### src/rtl/mul_pkg.sv
// mul_pkg: shared FSM state type, default operand width and integer condition code
// bit positions for the iterative multiplier.
package mul_pkg;
    typedef enum logic [1:0] {IDLE, BUSY, FIX} mul_state_t;
    localparam int MUL_WIDTH = 32;
    localparam int ICC_N = 3;
    localparam int ICC_Z = 2;
    localparam int ICC_V = 1;
    localparam int ICC_C = 0;
endpackage

### src/rtl/twos_negate.sv
// twos_negate: combinational conditional two's-complement negation, used for operand
// magnitudes and for the final sign correction of the product.
module twos_negate #(
    parameter int W = 32
) (
    input  logic         en_i,
    input  logic [W-1:0] x_i,
    output logic [W-1:0] y_o
);
    assign y_o = en_i ? -x_i : x_i;
endmodule

### src/rtl/seq_multiplier.sv
// seq_multiplier: radix-2 shift-add UMUL/SMUL with start/busy/done handshake and icc flags.
// Define EARLY_TERMINATE_EN to finish as soon as the remaining multiplier bits are all zero.
module seq_multiplier
    import mul_pkg::*;
#(
    parameter int WIDTH = MUL_WIDTH,
    parameter int CNT_W = $clog2(WIDTH + 1)
) (
    input  logic                 clk,
    input  logic                 reset,
    input  logic                 start,
    input  logic                 signed_mode,
    input  logic [WIDTH-1:0]     a,
    input  logic [WIDTH-1:0]     b,
    output logic                 busy,
    output logic                 done,
    output logic [2*WIDTH-1:0]   product,
    output logic                 icc_n,
    output logic                 icc_z,
    output logic                 icc_v,
    output logic                 icc_c
);
    mul_state_t           state_q, state_d;
    logic [2*WIDTH-1:0]   acc_q, acc_d, mcand_q, mcand_d, product_q, product_d, res;
    logic [WIDTH-1:0]     mplier_q, mplier_d, a_mag, b_mag;
    logic [CNT_W-1:0]     cnt_q, cnt_d;
    logic [3:0]           icc_q, icc_d;
    logic                 neg_q, neg_d, done_q, done_d;

    twos_negate #(.W(WIDTH)) u_neg_a (.en_i(signed_mode & a[WIDTH-1]), .x_i(a), .y_o(a_mag));
    twos_negate #(.W(WIDTH)) u_neg_b (.en_i(signed_mode & b[WIDTH-1]), .x_i(b), .y_o(b_mag));
    twos_negate #(.W(2*WIDTH)) u_neg_p (.en_i(neg_q), .x_i(acc_q), .y_o(res));

    always_ff @(posedge clk or posedge reset) begin
        if (reset) begin
            state_q   <= IDLE;
            acc_q     <= '0;
            mcand_q   <= '0;
            mplier_q  <= '0;
            cnt_q     <= '0;
            neg_q     <= 1'b0;
            done_q    <= 1'b0;
            product_q <= '0;
            icc_q     <= '0;
        end else begin
            state_q   <= state_d;
            acc_q     <= acc_d;
            mcand_q   <= mcand_d;
            mplier_q  <= mplier_d;
            cnt_q     <= cnt_d;
            neg_q     <= neg_d;
            done_q    <= done_d;
            product_q <= product_d;
            icc_q     <= icc_d;
        end
    end

    always_comb begin
        state_d   = state_q;
        acc_d     = acc_q;
        mcand_d   = mcand_q;
        mplier_d  = mplier_q;
        cnt_d     = cnt_q;
        neg_d     = neg_q;
        done_d    = 1'b0;
        product_d = product_q;
        icc_d     = icc_q;
        case (state_q)
            IDLE: if (start) begin
                acc_d    = '0;
                mcand_d  = {{WIDTH{1'b0}}, a_mag};
                mplier_d = b_mag;
                cnt_d    = CNT_W'(WIDTH);
                neg_d    = signed_mode & (a[WIDTH-1] ^ b[WIDTH-1]);
                state_d  = BUSY;
            end
            BUSY: begin
                acc_d    = mplier_q[0] ? acc_q + mcand_q : acc_q;
                mcand_d  = mcand_q << 1;
                mplier_d = mplier_q >> 1;
                cnt_d    = cnt_q - CNT_W'(1);
`ifdef EARLY_TERMINATE_EN
                state_d  = (cnt_d == '0 || mplier_d == '0) ? FIX : BUSY;
`else
                state_d  = (cnt_d == '0) ? FIX : BUSY;
`endif
            end
            FIX: begin
                product_d    = res;
                icc_d[ICC_N] = res[WIDTH-1];
                icc_d[ICC_Z] = ~|res[WIDTH-1:0];
                done_d       = 1'b1;
                state_d      = IDLE;
            end
            default: state_d = IDLE;
        endcase
    end

    // V and C are architecturally zero for the multiply instructions
    assign busy    = state_q != IDLE;
    assign done    = done_q;
    assign product = product_q;
    assign icc_n   = icc_q[ICC_N];
    assign icc_z   = icc_q[ICC_Z];
    assign icc_v   = 1'b0;
    assign icc_c   = 1'b0;
endmodule

### config.mk
export PLATFORM = sky130hd
export DESIGN_NAME = seq_multiplier
export DESIGN_NICKNAME = d
export VERILOG_FILES = /design/src/rtl/mul_pkg.sv /design/src/rtl/twos_negate.sv /design/src/rtl/seq_multiplier.sv
export SDC_FILE = /design/constraint.sdc
export NUM_CORES = 1
export LEC_CHECK = 0
export BUFFER_PORTS_ARGS = -buffer_cell sky130_fd_sc_hd__buf_2
export CORE_ASPECT_RATIO = 0.9
export CORE_MARGIN = 4
export CORE_UTILIZATION = 40
export CTS_BUF_LIST = sky130_fd_sc_hd__clkbuf_2 sky130_fd_sc_hd__clkbuf_4 sky130_fd_sc_hd__clkbuf_8
export DETAILED_ROUTE_END_ITERATION = 8
export GPL_ROUTABILITY_DRIVEN = 0
export PLACE_DENSITY = 0.53
export RECOVER_POWER = 100
export SYNTH_ARGS = -nofsm -noshare
export SYNTH_HDL_FRONTEND = slang
export SYNTH_SLANG_ARGS = --single-unit
### constraint.sdc
create_clock -name clk -period 10.9 [get_ports clk]
set_input_delay 1.09 -clock clk [delete_from_list [all_inputs] [get_ports clk]]
set_output_delay 1.09 -clock clk [all_outputs]
set_load 0.01 [all_outputs]
==> impl_summary.txt, run 1 <==
----------------------------------------------------
[Status]
  Run status ... finished with violations
  Failing checks ... capacitance limit, slew limit

[Clock tree]
  CTS tree ... built
  Latest clock arrival within the worst-skew pair ... 0.60 ns
  Root Buffer Master ... clkbuf_8
  Clock transition at path regs ... 0.06 ns
  Number of buffers created by CTS ... 45
  Total of hold buffers inserted after clock tree synthesis ... 0
  H-Tree Depth ... 2
  Post-cts sizing count ... 0
  Number of buffers between clock root and the deepest sink ... 3
  Postcts setup bufs ... 0
  Clock sinks ... 235

[Synth]
  Adder-cell area share of the yosys netlist ... 5.630%
  Async set-reset flop share out of synthesis ... 100.0%
  Synth unique cells ... 73
  Synthesis-stage register bit count ... 235
  Proportion of synthesized area in mux cells ... 0.3828%
  Simple-gate area share of the yosys netlist ... 16.36%
  XOR/XNOR share of the synthesized area ... 9.490%
  Number of enable flip-flop cells after synthesis ... 0
  Largest family of logic cells by synthesized area ... compound AO/OA/AOI/OAI gates
  Count of mapped cells out of synthesis ... 1,860
  Most common flop cell mapped by yosys ... dfrtp_1
  Number of synthesis warnings ... 0
  Netlist Area Pre-Place ... 15,690 sq um
  Compound-gate portion of the synthesized area ... 26.75%
  Avg Synthesized Cell Area ... 8.436 sq um
  Seq/Total Area, Yosys ... 37.48%

[Power and ir drop]
  P per Cell Area ... 287.1 nW/um^2
  Leak pwr ... 7.626 nW
  Total power consumption of the routed design ... 5.009 mW
  Maximum vdd ir drop ... 161.4 uV

[Cells and area]
  Area growth from synthesis to layout ... 11.21%
  Leading cell types in the layout, fill and taps excluded ... 258 x nand2_1, 234 x dfrtp_1, 233 x o21ai_0
  Share of layout cells above drive strength 1 ... 8.707%
  Number of antenna diodes ... 0
  Number of fill cells ... 3,911
  Final net count ... 2,074
  Count of placed standard cells in the final layout, fillers left out ... 2,489
  Core utilization of the finished layout ... 45.27%
  Leading cell type in the layout, fill and taps excluded ... nand2_1

[STA]
  Final Skew ... 0.02758 ns
  Worst slew slack as a fraction of its limit ... -220.2%
  Number of max-slew violations in the final report ... 462
  Sum Neg Setup Slack ... 0 ns
  Final critical-path required period ... 5.689 ns
  Worst-margin pin slew ... 4.777 ns
  Total of endpoints with negative setup slack in the final report ... 0
  Final Cycle Share ... 52.19%
  Smallest setup slack after layout ... 5.211 ns
  Fin. Hold Viols ... 0
  Setup repair after global routing missed its margin ... no
  Maximum frequency from static timing analysis ... 175.8 MHz

[Die]
  IO Count ... 138
  Number of placement rows ... 68
  Die extent in y ... 195.9 um
  Starting Density ... 40.71%
  Total die area ... 42,460 sq um
  Die Width ... 216.8 um
  Core Footprint ... 38,540 sq um

[Setup path]
  Crit path launch type ... flop
  Crit path DAT ... 6.21 ns
  R2R Path Start ... state_q[1]$_DFFE_PP0P_
  Worst path required time ... 11.42 ns
  Crit. Startpoint ... state_q[1]$_DFFE_PP0P_
  Count of cells along the worst register-to-register path ... 7
  Type of element capturing the critical path ... flop
  Type of the setup path with the least slack ... reg2reg
  Maximum fanout along the worst path ... 62
  Setup slack on the worst flop-to-flop path ... 5.21 ns
  Worst r2r dst ... acc_q[57]$_DFFE_PP0P_

[Hold path]
  Hold Crit Endpoint ... product[35]$_DFFE_PP0P_
  Hold Path Cell Cnt ... 2
  Min-delay worst type ... reg2reg
  Hold wc startpoint ... product[35]$_DFFE_PP0P_

[GRT]
  Vias in the first global route ... 13.24k
  Wire length of the first global-routing pass ... 73,090 um
  Antenna violations before repair ... 0
  Global route total overflow ... 0
  Global Route Usage Sum ... 20.88%
  Maximum number of pins on one net before global-route repair ... 129

[Run]
  Number of maximum-capacitance violations ... 7

[Drt]
  Mean routed wirelength per cell ... 18.17 um
  Final WL ... 45,230 um
  Number of remaining DRC errors ... 0
  Detailed-router iteration count before antenna repair ... 5
  Number of vias after detailed routing ... 13.92k
  Vias per cell ... 5.593
  Number of violations reported at the end of detailed-routing iteration 0 ... 1,042
  Final antenna-violating net count ... 0

[Placement]
  HPWL Detailed ... 32,860 um
  Worst slack, placed ... 7.008 ns
  Number of buffers added on ports ... 135
  Number of placed instances with taps included ... 2,414

----------------------------------------------------
final cells by class:
class,count,area [sq um],area share (%)
Clock buffer,72,865.8,4.962
Clock inverter,3,20.02,0.1147
Inverter,40,151.4,0.8676
Multi-Input combinational cell,1469,9219,52.83
Sequential cell,235,5882,33.71
Tap cell,525,656.9,3.765
Timing Repair Buffer,145,654.4,3.750
flip-flops by register name, indices dropped and copies added, names as in the netlist:
| name | count |
|---|---|
| acc_q | 64 |
| cnt_q | 6 |
| done | 1 |
| icc_q | 1 |
| mcand_q | 64 |
| mplier_q | 32 |
| neg_q | 1 |
| product | 64 |
| state_q | 2 |
critical path, stage by stage, from the launching register on:
cell	delay, ns
dfrtp_1	0.75
clkinv_1	0.76
nand2_1	0.78
nor2_1	0.34
nor2_4	0.17
clkbuf_1	2.31
a22oi_1	0.32
nand2_1	0.16
how the worst max path moves through the flow:
stage                       endpoint  slack, ns  cells after the start
2_1_floorplan   acc_q[0]$_DFFE_PP0P_       3.36                      1
3_3_place_gp   acc_q[57]$_DFFE_PP0P_       7.00                      7
3_5_place_dp   acc_q[57]$_DFFE_PP0P_       7.01                      7
4_1_cts        acc_q[57]$_DFFE_PP0P_       7.00                      7
5_1_grt        acc_q[57]$_DFFE_PP0P_       4.64                      7
6_report       acc_q[57]$_DFFE_PP0P_       5.21                      7
Yosys cell counts, drive strengths merged, types with 8 or more instances:
cell / number / area [sq um]
a21o: 38 / 285.3
nand2b: 17 / 113.9
a21boi: 8 / 63.81
o31ai: 39 / 326.6
nand4: 34 / 212.7
nor4: 10 / 75.07
a21oi: 129 / 645.6
o21ai: 242 / 1211
and2: 9 / 56.30
or4: 12 / 93.84
a31oi: 12 / 75.07
nand2: 258 / 968.4
clkbuf: 105 / 394.1
o41ai: 10 / 102.6
and3: 13 / 81.33
xnor2: 64 / 560.5
a22o: 37 / 324.1
ha: 69 / 863.3
a211oi: 10 / 75.07
xor2: 106 / 928.4
or3: 14 / 97.59
inv: 39 / 146.4
nand3: 25 / 125.1
o211ai: 13 / 97.59
a22oi: 41 / 307.8
o22ai: 39 / 244.0
buf: 12 / 65.06
dfrtp: 235 / 5881
o21bai: 14 / 105.1
or2: 9 / 56.31
nor3: 36 / 185.2
nor2: 96 / 360.4
o21a: 12 / 90.09
report_power, final:
group	internal, mW	switching, mW	total (mW)
clock	0.497	0.376	0.873
sequential	1.24	0.445	1.69
combinational	0.922	1.53	2.45
kinds of logic (layout without fill, tap and decap cells):
logic type,count (synthesis),count (layout)
DFF,235,235
xor gates and xnor gates,170,170
AOI/OAI and AO/OA,671,671
muxes,6,6
adders and majority gates,70,70
other,1,2
buffers and inverters,157,260
and+or+nand+nor,550,550
per-layer routing:
metal / share of wire [%] / up-vias / GRT usage [%]
met4: 1.3 / 0 / 4.219
met1: 53 / 6583 / 33.41
met2: 39 / 383 / 28.70
li1: - / 6907 / -
met3: 5.9 / 48 / 4.352
met5: 0 / - / 0
per-stage QoR:
step,area (sq um),hold slack (ns)
finish,17450,0.4708
global route,17450,0.4996
CTS,17580,0.4774
detailed placement,16700,0.4647
global placement,16700,0.4568
floorplan,15690,0.4506
Power figures use the tool's default switching activity.
==> inputs of run 2 (changes only) <==
--- a/config.mk
+++ b/config.mk
@@ -12,7 +12,7 @@
 export CTS_BUF_LIST = sky130_fd_sc_hd__clkbuf_2 sky130_fd_sc_hd__clkbuf_4 sky130_fd_sc_hd__clkbuf_8
 export DETAILED_ROUTE_END_ITERATION = 8
 export GPL_ROUTABILITY_DRIVEN = 0
-export PLACE_DENSITY = 0.53
+export PLACE_DENSITY = 0.55
 export RECOVER_POWER = 100
 export SYNTH_ARGS = -nofsm -noshare
 export SYNTH_HDL_FRONTEND = slang
==> constraint.sdc (replaced) <==
create_clock -name clk -period 4.7 [get_ports clk]
set_input_delay 0.47 -clock clk [delete_from_list [all_inputs] [get_ports clk]]
set_output_delay 0.47 -clock clk [all_outputs]
set_load 0.01 [all_outputs]
==> impl_summary.txt, run 2 (same netlist as run 1, synthesis figures left out) <==
----------------------------------------------------
[STA]
  Worst slew slack as a fraction of its limit ... -148.1%
  Sum Neg Setup Slack ... 0 ns
  Maximum frequency from static timing analysis ... 247.0 MHz
  Total of endpoints with negative setup slack in the final report ... 0
  Number of max-slew violations in the final report ... 299
  Final critical-path required period ... 4.049 ns
  Smallest setup slack after layout ... 0.6512 ns
  Worst-margin pin slew ... 3.722 ns
  Final Cycle Share ... 86.15%
  Fin. Hold Viols ... 0
  Final Skew ... 0.03318 ns
  Setup repair after global routing missed its margin ... no

[Run]
  Number of maximum-capacitance violations ... 5

[Die]
  Die extent in y ... 195.9 um
  Total die area ... 42,460 sq um
  IO Count ... 138
  Die Width ... 216.8 um
  Number of placement rows ... 68
  Core Footprint ... 38,540 sq um
  Starting Density ... 40.71%

[Setup path]
  Type of the setup path with the least slack ... reg2reg
  Worst path required time ... 5.16 ns
  R2R Path Start ... state_q[1]$_DFFE_PP0P_
  Setup slack on the worst flop-to-flop path ... 0.65 ns
  Maximum fanout along the worst path ... 23
  Count of cells along the worst register-to-register path ... 7
  Type of element capturing the critical path ... flop
  Worst r2r dst ... acc_q[2]$_DFFE_PP0P_
  Crit path launch type ... flop
  Crit path DAT ... 4.51 ns

[Status]
  Failing checks ... capacitance limit, slew limit
  Run status ... finished with violations

[Drt]
  Mean routed wirelength per cell ... 18.17 um
  Final antenna-violating net count ... 0
  Detailed-router iteration count before antenna repair ... 5
  Final WL ... 45,290 um
  Number of violations reported at the end of detailed-routing iteration 0 ... 945
  Number of remaining DRC errors ... 0
  Vias per cell ... 5.600
  Number of vias after detailed routing ... 13.96k

[Clock tree]
  Clock transition at path regs ... 0.06 ns
  Post-cts sizing count ... 0
  Latest clock arrival within the worst-skew pair ... 0.60 ns
  Postcts setup bufs ... 0
  Number of buffers between clock root and the deepest sink ... 3
  Total of hold buffers inserted after clock tree synthesis ... 0
  H-Tree Depth ... 2
  Number of buffers created by CTS ... 44
  Root Buffer Master ... clkbuf_8
  CTS tree ... built
  Clock sinks ... 235

[Placement]
  HPWL Detailed ... 33,450 um
  Number of buffers added on ports ... 135
  Worst slack, placed ... 0.8807 ns

[Cells and area]
  Share of layout cells above drive strength 1 ... 8.892%
  Leading cell types in the layout, fill and taps excluded ... 258 x nand2_1, 234 x dfrtp_1, 229 x o21ai_0
  Core utilization of the finished layout ... 45.42%
  Area growth from synthesis to layout ... 11.58%
  Number of antenna diodes ... 0
  Leading cell type in the layout, fill and taps excluded ... nand2_1
  Final net count ... 2,078

[GRT]
  Wire length of the first global-routing pass ... 73,800 um
  Maximum number of pins on one net before global-route repair ... 145
  Global Route Usage Sum ... 21.07%
  Antenna violations before repair ... 0
  Vias in the first global route ... 13.40k
  Global route total overflow ... 0

[Hold path]
  Min-delay worst type ... in2reg
  Hold Crit Endpoint ... mplier_q[31]$_DFFE_PP0P_
  Hold wc startpoint ... b[31]
  Hold Path Cell Cnt ... 3

[Power and ir drop]
  Maximum vdd ir drop ... 381.9 uV
  P per Cell Area ... 667.7 nW/um^2
  Total power consumption of the routed design ... 11.69 mW
  Leak pwr ... 7.666 nW

----------------------------------------------------
==> run 2: power by group <==
part	switching [mW]	internal [mW]	total, mW
Combinational	3.55	2.14	5.69
Clock	0.881	1.20	2.09
Sequential	1.04	2.87	3.91
Total	5.47	6.21	11.7
==> run 2: per-stage QoR <==
stage	std cells	hold WS, ns	cell area (sq um)
detailed placement	2419	0.4676	16740
global placement	2419	0.4596	16740
finish	2493	0.1900	17510
global route	2493	0.1814	17510
floorplan	1861	0.4506	15700
CTS	2493	0.04737	17660
==> run 2: area by class of cell <==
cell class,instances,area [sq um]
fillers,3884,21040
multi-input cells,1469,9213
flip-flops and latches,235,5882
clock buffers,67,853.3
repair buffers,150,688.2
well taps,525,656.9
inverters,40,151.4
clock inverters,7,62.56
==> run 2: worst max path at each step <==
stage | start | endpoint | slack, ns | cells past startpoint
floorplan | reset | acc_q[0]$_DFFE_PP0P_ | 1.15 | 1
global placement | acc_q[0]$_DFFE_PP0P_ | acc_q[58]$_DFFE_PP0P_ | 0.85 | 12
detailed placement | acc_q[0]$_DFFE_PP0P_ | acc_q[54]$_DFFE_PP0P_ | 0.88 | 12
CTS | acc_q[0]$_DFFE_PP0P_ | acc_q[58]$_DFFE_PP0P_ | 0.87 | 12
global route | state_q[0]$_DFFE_PP0P_ | product[50]$_DFFE_PP0P_ | 0.31 | 4
finish | state_q[1]$_DFFE_PP0P_ | acc_q[2]$_DFFE_PP0P_ | 0.65 | 7
==> run 2: per-layer routing <==
layer / global-route usage [%] / vias up / wire (um)
met5: 0 / - / 0
met4: 4.266 / 0 / 706
met3: 4.584 / 49 / 2797
met2: 29.04 / 349 / 17810
met1: 33.54 / 6630 / 23970
li1: - / 6934 / -
==> run 2: critical path, cell delays in order, from the launching register on <==
cell	delay (ns)
dfrtp_1	0.60
clkinv_1	0.13
clkbuf_1	0.78
and3_1	0.30
clkbuf_1	1.14
nor2_4	-0.01
clkbuf_1	0.55
a32o_1	0.42
